**src/rtl/pc_unit_pkg.sv**
```systemverilog
// Shared FSM state and exception-cause encodings for the PC unit.
package pc_unit_pkg;

  typedef enum logic [1:0] {
    BOOT    = 2'd0,
    RUN     = 2'd1,
    HANDLER = 2'd2
  } pc_state_e;

  localparam logic [1:0] CAUSE_NONE     = 2'd0;
  localparam logic [1:0] CAUSE_EXT      = 2'd1;
  localparam logic [1:0] CAUSE_MISALIGN = 2'd2;

endpackage

```
**src/rtl/pc_next_mux.sv**
```systemverilog
// Next-PC priority select: exception > eret > stall > jump > branch > sequential,
// with misaligned jump/branch targets converted into an exception.
module pc_next_mux
  import pc_unit_pkg::*;
#(
  parameter int               WIDTH      = 32,
  parameter logic [WIDTH-1:0] EXC_VEC    = WIDTH'(32'h0000_0080),
  parameter int               ALIGN_BITS = 2
) (
  input  logic [WIDTH-1:0] pc,
  input  logic [WIDTH-1:0] pc_seq,
  input  logic [WIDTH-1:0] epc,
  input  logic             in_handler,
  input  logic             stall,
  input  logic             branch_taken,
  input  logic [WIDTH-1:0] branch_target,
  input  logic             jump,
  input  logic [WIDTH-1:0] jump_target,
  input  logic             exc_req,
  input  logic             eret,
  output logic [WIDTH-1:0] next_pc,
  output logic             take_exc,
  output logic [1:0]       cause,
  output logic             redirect
);

  // Mask form keeps ALIGN_BITS=0 legal: the mask collapses to zero.
  localparam logic [WIDTH-1:0] ALIGN_MASK = (WIDTH'(1) << ALIGN_BITS) - WIDTH'(1);

  logic [WIDTH-1:0] target;
  logic             misaligned;

  assign target     = jump ? jump_target : branch_target;
  assign misaligned = |(target & ALIGN_MASK);

  always_comb begin
    next_pc  = pc_seq;
    take_exc = 1'b0;
    cause    = CAUSE_NONE;
    redirect = 1'b0;
    if (exc_req) begin
      next_pc  = EXC_VEC;
      take_exc = 1'b1;
      cause    = CAUSE_EXT;
      redirect = 1'b1;
    end else if (eret && in_handler) begin
      next_pc  = epc;
      redirect = 1'b1;
    end else if (stall) begin
      next_pc = pc;
    end else if (jump || branch_taken) begin
      redirect = 1'b1;
      if (misaligned) begin
        next_pc  = EXC_VEC;
        take_exc = 1'b1;
        cause    = CAUSE_MISALIGN;
      end else begin
        next_pc = target;
      end
    end
  end

endmodule

```
**src/rtl/pc_unit.sv**
```systemverilog
// MIPS fetch-stage program counter: holds PC, applies next-PC selection,
// and records EPC/cause on exceptions.
//   state   | meaning
//   BOOT    | first cycle after reset, pc held at reset vector, not yet fetchable
//   RUN     | normal fetch
//   HANDLER | executing exception handler, eret returns to epc
module pc_unit
  import pc_unit_pkg::*;
#(
  parameter int               WIDTH      = 32,
  parameter logic [WIDTH-1:0] RESET_VEC  = '0,
  parameter logic [WIDTH-1:0] EXC_VEC    = WIDTH'(32'h0000_0080),
  parameter int               INC        = 4,
  parameter int               ALIGN_BITS = 2
) (
  input  logic             clk,
  input  logic             rst,
  input  logic             stall,
  input  logic             branch_taken,
  input  logic [WIDTH-1:0] branch_target,
  input  logic             jump,
  input  logic [WIDTH-1:0] jump_target,
  input  logic             exc_req,
  input  logic             eret,
  output logic [WIDTH-1:0] pc,
  output logic [WIDTH-1:0] pc_next_seq,
  output logic             pc_valid,
  output logic             flush,
  output logic [WIDTH-1:0] epc,
  output logic [1:0]       exc_cause,
  output logic             in_handler
);

  pc_state_e        state, state_next;
  logic [WIDTH-1:0] next_pc;
  logic             take_exc;
  logic             redirect;
  logic [1:0]       cause;
  logic             eret_take;

  assign pc_next_seq = pc + WIDTH'(INC);
  assign in_handler  = (state == HANDLER);
  assign eret_take   = in_handler && eret && !exc_req;

  pc_next_mux #(
    .WIDTH     (WIDTH),
    .EXC_VEC   (EXC_VEC),
    .ALIGN_BITS(ALIGN_BITS)
  ) u_mux (
    .pc           (pc),
    .pc_seq       (pc_next_seq),
    .epc          (epc),
    .in_handler   (in_handler),
    .stall        (stall),
    .branch_taken (branch_taken),
    .branch_target(branch_target),
    .jump         (jump),
    .jump_target  (jump_target),
    .exc_req      (exc_req),
    .eret         (eret),
    .next_pc      (next_pc),
    .take_exc     (take_exc),
    .cause        (cause),
    .redirect     (redirect)
  );

  always_comb begin
    state_next = state;
    case (state)
      BOOT:    state_next = RUN;
      RUN:     if (take_exc) state_next = HANDLER;
      HANDLER: if (!take_exc && eret_take) state_next = RUN;
      default: state_next = BOOT;
    endcase
  end

  always_ff @(posedge clk) begin
    if (!rst) begin
      state     <= BOOT;
      pc        <= RESET_VEC;
      pc_valid  <= 1'b0;
      flush     <= 1'b0;
      epc       <= '0;
      exc_cause <= CAUSE_NONE;
    end else begin
      state    <= state_next;
      pc_valid <= 1'b1;
      flush    <= 1'b0;
      // BOOT ignores every control input; PC moves only once fetch is live.
      if (state != BOOT) begin
        pc    <= next_pc;
        flush <= redirect;
        if (take_exc) begin
          epc       <= pc;
          exc_cause <= cause;
        end else if (eret_take) begin
          exc_cause <= CAUSE_NONE;
        end
      end
    end
  end

endmodule

```
**config.mk**
```make
export PLATFORM = sky130hd
export DESIGN_NAME = pc_unit
export DESIGN_NICKNAME = d
export VERILOG_FILES = /design/src/rtl/pc_unit_pkg.sv /design/src/rtl/pc_next_mux.sv /design/src/rtl/pc_unit.sv
export SDC_FILE = /design/constraint.sdc
export NUM_CORES = 1
export LEC_CHECK = 0
export CORE_ASPECT_RATIO = 2
export CORE_MARGIN = 1.5
export CORE_UTILIZATION = 50
export DETAILED_ROUTE_END_ITERATION = 10
export DONT_BUFFER_PORTS = 1
export MAX_ROUTING_LAYER = met4
export PLACE_DENSITY = 0.7
export SLEW_MARGIN = 20
export SYNTH_ARGS = -nofsm -noshare
export SYNTH_HDL_FRONTEND = slang
export SYNTH_SLANG_ARGS = --single-unit
```
**constraint.sdc**
```tcl
create_clock -name clk -period 3.6 [get_ports clk]
set_input_delay 0.9 -clock clk [delete_from_list [all_inputs] [get_ports clk]]
set_output_delay 0.9 -clock clk [all_outputs]
set_load 0.05 [all_outputs]
```
After elaboration in Yosys (flattened, before gate mapping)
Cells that the tools add are included.
{"block": "classes", "order_cmp": 0, "reduce_logical": 15, "n_addsub": 1, "eq_ne": 5, "div_mod_pow": 0, "multipliers": 0, "bitwise": 0, "muxes": 26, "shift": 0}
{"operator": "32-bit 2-to-1 mux", "count": 6}
{"operator": "32-bit by 3-bit adder with 32-bit output (second input constant)", "count": 1}
{"operator": "2-bit 2-to-1 mux", "count": 9}
{"operator": "1-bit 2-to-1 mux", "count": 10}
{"operator": "2-bit AND reduction", "count": 5}
{"operator": "2-bit case mux with 3 select lines", "count": 1}
{"operator": "2-bit != test (second input constant)", "count": 2}
{"operator": "2-bit nonzero test", "count": 2}
{"operator": "1-bit logical AND", "count": 3}
{"operator": "3-bit by 1-bit != test with 1-bit output (second input constant)", "count": 1}
{"operator": "2-bit by 1-bit == test with 1-bit output (second input constant)", "count": 1}
{"operator": "2-bit == test (second input constant)", "count": 1}
{"operator": "1-bit zero test", "count": 2}
{"operator": "2-bit zero test", "count": 1}
{"operator": "2-bit OR reduction", "count": 1}
{"operator": "1-bit logical OR", "count": 1}
{"block": "word_totals", "memories": 0, "elab_cells": 53, "input_bits": 71, "ramBits": 0, "reg_bits": 70, "latch_bits": 0, "romBits": 0}

Longest topological paths before layout
Gate-level depths: netlist of run 1.
{"block": "logic_depth", "depth_word": 11, "mapped_depth": 8}

Modules after synthesis
A second synthesis of run 1 with hierarchy kept.
{"block": "hier_totals", "hier_cells": 657, "area_unflattened_um2": 5445.2}
{"module": "pc_unit", "cells_per_inst": 391, "area_each_um2": 3286.9, "n_inst": 1, "seq_area_each_um2": 1401.3}
{"module": "pc_next_mux", "cells_per_inst": 266, "area_each_um2": 2158.3, "n_inst": 1, "seq_area_each_um2": 0.0}

Least setup slack after synthesis of run 1
No wires, ideal clock.
{"block": "synth_timing", "path_type": "register -> output", "startpoint": "register pc[2]", "endpoint": "output port pc_next_seq[28]", "path_buffers": 0, "path_slack_ns": -0.210, "arrival_ns": 2.910, "path_stages_with_launch": 6, "cell_sequence": "dfxtp_1 > ha_1 > nand3_1 > or4_1 > nor3_1 > xor2_1"}
{"block": "synth_via", "elab_chain_cells": 1}
{"element": "start: declaration", "line_no": "pc_unit.sv:25", "text": "output logic [WIDTH-1:0] pc,"}
{"element": "start signal: assignment", "line_no": "pc_unit.sv:91", "text": "pc <= next_pc;"}
{"element": "32-bit by 3-bit adder with 32-bit output", "line_no": "pc_unit.sv:41", "text": "assign pc_next_seq = pc + WIDTH'(INC);"}
{"element": "end: declaration", "line_no": "pc_unit.sv:26", "text": "output logic [WIDTH-1:0] pc_next_seq,"}
Every way passes these cells.

Worst setup path in the final report of run 1
{"block": "layout_timing", "startpoint": "register pc[3]", "endpoint": "output port pc_next_seq[28]"}
Same word-level chain as after synthesis.

==> impl_metrics.toml, run 1 <==
[grt]
antenna_found_initial = 0
grt_pass1_wl_microns = 22700
grt_max_degree = 89
gr-usage-all-layers_pct = 34.7
grt-ovfl-total = 0
grt_pass1_vias = 4378

[placement]
dp_hpwl_microns = 11200
dpl_cell_area_sq_um = 4780
io_buffers = 0
gp_congestion = 0.976

[sta]
max_freq_mhz = 293
period_share_pct = 94.8
skew_ns = 0.00451
setup_violations = 0
rsz0062_at_grt = "false"
period_minus_slack_ns = 3.41
slew_viol_final = 0
maxSlewHeadroom_pct = 32.0
hold_viol_final = 0
tightestPinTransition_ns = 1.02

[die]
core_area_sq_um = 8230
die_y_microns = 133
dieArea_sq_um = 9080
io_pins = 172
die_w_microns = 68.1
num_rows = 47
initial_core_util_pct = 51.5

[route]
dr.pass1.iters = 5
wirelength_microns = 15200
drtIter0Drc = 396
wl_per_cell_microns = 22.7
viasPerCell = 6.84
ant_nets = 0
drc = 0
dr_total_vias = 4589

[setup_path]
cp.buffers_inverters = 1
worst_setup_path_end_kind = "primary output"
r2r-end = "epc[15]$_SDFFE_PN0P_"
cp.arrival_ns = 2.51
r2r-start = "state[0]$_SDFFE_PN0P_"
rrSetupSlack_ns = 0.98
slowest_stage = "or4_1"
crit_family = "simple AND/OR/NAND/NOR gates"
reg2reg_depth = 6
critical_path_required_ns = 2.70
crit_type = "register to primary output"
crit_chain = "ha_1, nand3_1, or4_1, nor3_1, xor2_2, buf_12"
crit_cells = 6
critPathMaxFanout = 4
worst_setup_path_start_kind = "register"
cpPeakStageDelay_ns = 0.60

[cts]
cts_sinks = 70
clkLatencyLatePin_ns = 0.34
cts_tree = "done"
clk_pin_slew_ns = 0.06
cts-buffers-inserted = 9
cts_root_buffer = "clkbuf_16"
cts.htree.levels = 3
clockBufferDepth = 2

[job]
drv_cap = 0

[pwr]
internal-power_mw = 1.71
p_switching_mw = 0.967
power_frac_comb_pct = 27.7
pwr-share-clk_pct = 37.2
p_leak_nw = 1.99
power_density_nw_per_um2 = 523
ir_drop_v = 0.000357
switching_share_pct = 36.1
power_frac_seq_pct = 35.1
power_mw = 2.68

[synthesis]
yosysMostFrequentCell = "dfxtp_1"
yosysWarnings = 0
netlist_instances = 539
syn_avg_cell_area_sq_um = 7.87
synthFlopType = "dfxtp_1"
synth-edff-count = 0
netlist_area_sq_um = 4240
synth_largest_area_cell = "dfxtp_1"
async_flop_share_pct = 0
synth_top_area_share_pct = 33.0
syn_nets = 611
synth_common_cells = "70 x dfxtp_1, 57 x o21ai_0, 50 x nand2_1, 45 x nand3_1"
synth_seq_cells = 70
ys_top_cells_by_area = "dfxtp_1 33%, o21ai_0 6.7%, a22o_1 5.4%"
ys_seq_area_share_pct = 33.0
ys_types = 60

[layout]
nets = 640
drive_gt1_share_pct = 18.8
final_area_sq_um = 5120
antenna_cells = 0
fin_util_pct = 62.2
syn_to_final_growth_pct = 20.8
fillers = 758

[min_path]
min_from = "rst"
whs_endpoint = "pc_valid$_DFF_P_"
min-delay-path-class = "primary input to register"
min_path_cells = 0

[status]
status = "completed"
-- metrics by stage --
| step | TNS [ns] | std cells | hold WS (ns) | worst slack, ns |
|---|---|---|---|---|
| 2_1_floorplan | -0.0477 | 539 | 0.655 | -0.0317 |
| 3_3_place_gp | 0 | 655 | 0.588 | 0.530 |
| 3_5_place_dp | 0 | 655 | 0.611 | 0.419 |
| 4_1_cts | 0 | 671 | 0.582 | 0.0624 |
| 5_1_grt | 0 | 671 | 0.581 | 0.0911 |
| 6_report | 0 | 671 | 0.588 | 0.188 |
-- layout make-up --
| cell class | instances | area (sq um) | area share [%] |
|---|---|---|---|
| inverter | 12 | 45.0 | 0.879 |
| sequential | 70 | 1400 | 27.4 |
| clock inverter | 3 | 65.1 | 1.27 |
| tap | 98 | 123 | 2.39 |
| clock buffer | 13 | 270 | 5.27 |
| timing repair buffer | 71 | 583 | 11.4 |
| multi-input combinational | 404 | 2640 | 51.5 |
-- worst max-delay path by stage --
stage	start	endpoint	slack [ns]
floorplan	pc[2]$_SDFFE_PN0P_	pc_next_seq[18]	-0.03
global placement	pc[2]$_SDFFE_PN0P_	pc_next_seq[31]	0.53
detailed placement	pc[2]$_SDFFE_PN0P_	pc_next_seq[31]	0.42
CTS	pc[2]$_SDFFE_PN0P_	pc_next_seq[31]	0.06
global route	pc[3]$_SDFFE_PN0P_	pc_next_seq[28]	0.09
finish	pc[3]$_SDFFE_PN0P_	pc_next_seq[28]	0.19
-- cell usage in the layout, fill, tap and decap left out, drive strengths merged, types with 5 or more instances in the layout --
cell type	synthesis	layout
inv	12	12
nor3	12	12
nor2	19	19
and3	7	7
nor4	7	7
xnor2	17	17
a221o	7	7
dfxtp	70	70
nand4	9	9
a22oi	12	12
nand2	51	51
o31ai	10	10
nand3	45	45
o22ai	5	5
a22o	26	26
buf	14	71
a21oi	36	36
or4	5	5
and4	7	7
o21a	6	6
o21ai	58	58
xor2	10	10
clkbuf	39	13
a221oi	8	8
-- power by group through the flow --
stage | clock network (mW) | registers (mW) | logic, mW
after floorplan | 0 | 1.07 | 0.428
after global placement | 0 | 0.953 | 0.725
after detailed placement | 0 | 0.956 | 0.736
after CTS | 1.01 | 0.940 | 0.739
after global routing | 1.03 | 0.947 | 0.780
final | 0.997 | 0.941 | 0.743
-- metal layers --
metal  track usage (%)  up-vias  routed length (microns)
met1              32.4     2163                     4910
met3              9.12       73                     1270
met4              23.4        0                     1020
met2              58.8      260                     8040
li1                  -     2093                        -
met5                 -        -                        0
-- flip-flops by register name (all words and copies together) (netlist names) --
register	flops
epc	32
exc_cause	2
flush	1
pc	32
pc_valid	1
state	2
-- logic make-up (layout without fill, tap and decap cells) --
group | Yosys count | count (layout) | share of synthesized area, %
AND/OR/NAND/NOR | 179 | 179 | 22.9
AO/OA/AOI/OAI | 197 | 197 | 31.8
buffers and inverters | 65 | 99 | 6.37
adder cells (fa/ha/maj) | 1 | 1 | 0.295
flip-flops | 70 | 70 | 33.0
XOR/XNOR | 27 | 27 | 5.58
-- repair_timing --
action                                  in CTS  in global routing
hold buffers                                 0                  0
endpoints found under the setup margin       0                  1
gates resized for setup                      0                  1
setup buffers                                0                  0
Power figures use the tool's default switching activity.
==> run 2, diff against run 1 <==
--- a/config.mk
+++ b/config.mk
@@ -8,6 +8,7 @@
 export CORE_ASPECT_RATIO = 2
 export CORE_MARGIN = 1.5
 export CORE_UTILIZATION = 50
+export CTS_BUF_LIST = sky130_fd_sc_hd__clkbuf_8
 export DETAILED_ROUTE_END_ITERATION = 10
 export DONT_BUFFER_PORTS = 1
 export MAX_ROUTING_LAYER = met4
@@ -15,4 +16,5 @@
 export SLEW_MARGIN = 20
 export SYNTH_ARGS = -nofsm -noshare
 export SYNTH_HDL_FRONTEND = slang
+export SYNTH_HIERARCHICAL = 1
 export SYNTH_SLANG_ARGS = --single-unit
==> impl_metrics.toml, run 2 <==
[cts]
cts_sinks = 70
post_cts_buffers = 0
post_cts_resized = 0
clockBufferDepth = 2
cts_tree = "done"
ctsHoldBuffers = 0
cts_root_buffer = "clkbuf_8"
cts-buffers-inserted = 9
clkLatencyLatePin_ns = 0.37
cts.htree.levels = 3
clk_pin_slew_ns = 0.08

[pwr]
power_density_nw_per_um2 = 379
p_leak_nw = 2.21
ir_drop_v = 0.000245

[sta]
fin_tns_setup_ns = 0
period_share_pct = 89.9
maxSlewHeadroom_pct = 28.2
tightestPinTransition_ns = 1.08
slew_viol_final = 0
hold_viol_final = 0
rsz0062_at_grt = "false"
max_freq_mhz = 309
skew_ns = 0.0147
setup_violations = 0
period_minus_slack_ns = 3.23

[route]
drtIter0Drc = 308
viasPerCell = 6.24
ant_nets = 0
drc = 0
dr_total_vias = 5095
wl_per_cell_microns = 21.3
wirelength_microns = 17400
dr.pass1.iters = 5

[grt]
antenna_found_initial = 0
grt_pass1_vias = 4897
grt_pass1_wl_microns = 26500
grt_max_degree = 71
gr-usage-all-layers_pct = 30.4
grt-ovfl-total = 0

[layout]
multiInputGateArea_sq_um = 3690
reg.largest.list = "epc x32, pc x32"
fillers = 953
final_common_cell = "nand2_1"
antenna_cells = 0
finalNonFillerCells = 816
final_cell_mix = "167 x nand2_1, 70 x dfxtp_1, 70 x buf_4, 59 x a21boi_0, 36 x nor2_1"
nets = 746
register_area_sq_um = 1400
syn_to_final_growth_pct = 11.9
drive_gt1_share_pct = 23.9

[placement]
dp.cells = 800
dp_hpwl_microns = 11800
io_buffers = 0
gp_congestion = 0.895

[synthesis]
ys_top_cells_by_area = "dfxtp_1 26%, nand2_1 12%, a2bb2o_4 9.9%"
synthFlopType = "dfxtp_1"
yosysWarnings = 6
synth_seq_cells = 70
syn_nets = 729
syn_avg_cell_area_sq_um = 8.29
async_flop_share_pct = 0
netlist_instances = 657
synth_common_cells = "167 x nand2_1, 70 x dfxtp_1, 59 x a21boi_0, 42 x clkbuf_1, 37 x nor2_1"
synth_largest_area_cell = "dfxtp_1"
yosysMostFrequentCell = "nand2_1"
ys_types = 48
synth_top_area_share_pct = 25.7
netlist_area_sq_um = 5450
ys_seq_area_share_pct = 25.7
synth-edff-count = 0

[setup_path]
reg2reg_depth = 10
rrSetupSlack_ns = 0.88
crit_type = "register to primary output"
worst_setup_path_start_kind = "register"
critical_path_required_ns = 2.70
critPathMaxFanout = 9
r2r-end = "pc[22]$_SDFFE_PN0N_"
cp.arrival_ns = 2.33
r2r-start = "pc[3]$_SDFFE_PN0N_"
worst_setup_path_end_kind = "primary output"

[die]
die_y_microns = 151
io_pins = 172
core_area_sq_um = 10500
num_rows = 53
initial_core_util_pct = 51.6
dieArea_sq_um = 11600
die_w_microns = 76.8

[min_path]
min-delay-path-class = "register to register"
min_from = "pc[2]$_SDFFE_PN0N_"
whs_endpoint = "epc[2]$_SDFFE_PN0P_"
min_path_cells = 2

[job]
drv_cap = 0

[status]
status = "completed"
-- run 2: changes by cell type after synthesis, moves of 7 or more --
cell / delta
buf_6: +7
a22o_1: -26
nor3_2: +8
nand2_1: +117
o31ai_1: -10
o21ai_0: -55
a2bb2o_4: +27
nand3_1: -38
a2111oi_2: +29
nand3b_1: +26
nor3b_1: +29
nor2_1: +18
a22oi_1: -10
a21boi_0: +59
-- run 2: routing by layer --
metal	share of wire [%]	global-route usage (%)	wire (microns)
met1	36	30.4	6240
met2	53	54.1	9270
met3	6.9	7.39	1200
met4	3.8	16.0	660
met5	0	-	0
-- run 2: how the worst max path moves through the flow --
| stage | from | endpoint | slack (ns) |
|---|---|---|---|
| 5_1_grt | pc[3]$_SDFFE_PN0N_ | pc_next_seq[24] | 0.27 |
| 3_3_place_gp | pc[3]$_SDFFE_PN0N_ | pc_next_seq[24] | 0.87 |
| 4_1_cts | pc[3]$_SDFFE_PN0N_ | pc_next_seq[24] | 0.38 |
| 6_report | pc[3]$_SDFFE_PN0N_ | pc_next_seq[24] | 0.37 |
| 2_1_floorplan | pc[2]$_SDFFE_PN0N_ | pc_next_seq[22] | 0.26 |
| 3_5_place_dp | pc[3]$_SDFFE_PN0N_ | pc_next_seq[24] | 0.79 |
-- run 2: power breakdown --
part           switching (mW)  internal [mW]
logic                   0.378          0.199
clock network           0.338          0.534
registers              0.0612          0.802
-- run 2: worst max-delay path, cell delays in order, from the launching register on --
cell and delay [ns]:
dfxtp_1 0.45, ha_1 0.23, and3_1 0.27, nand4_4 0.27, nor3_1 0.26, xor2_1 0.24, buf_4 0.24
-- run 2: area by class of cell --
cell class	count	share of cell area, %
inverter	6	0.369
clock buffer	9	2.03
timing repair buffer	71	8.95
multi-input combinational	516	60.5
sequential	70	23.0
clock inverter	7	2.38
tap	137	2.81
-- run 2: per-stage QoR --
stage                     worst slack [ns]  power [mW]  cell area, sq um  hold slack (ns)  util [%]
after floorplan                      0.256        1.34              5450            0.523         -
after global placement               0.871        1.44              5830            0.515      55.3
after detailed placement             0.786        1.45              5830            0.530      55.3
after CTS                            0.375        2.32              6100            0.540      57.8
after global routing                 0.271        2.39              6100            0.535      57.8
final                                0.365        2.31              6100            0.544      57.8
-- run 2: cells by family (layout without fill, tap and decap cells) --
logic type / after synthesis / count (layout) / synth area share (%)
AO/OA/AOI/OAI: 166 / 166 / 31.8
XOR/XNOR: 28 / 28 / 4.50
adder cells (fa/ha/maj): 1 / 1 / 0.230
buffers and inverters: 71 / 93 / 6.71
flip-flops: 70 / 70 / 25.7
AND/OR/NAND/NOR: 321 / 321 / 31.0
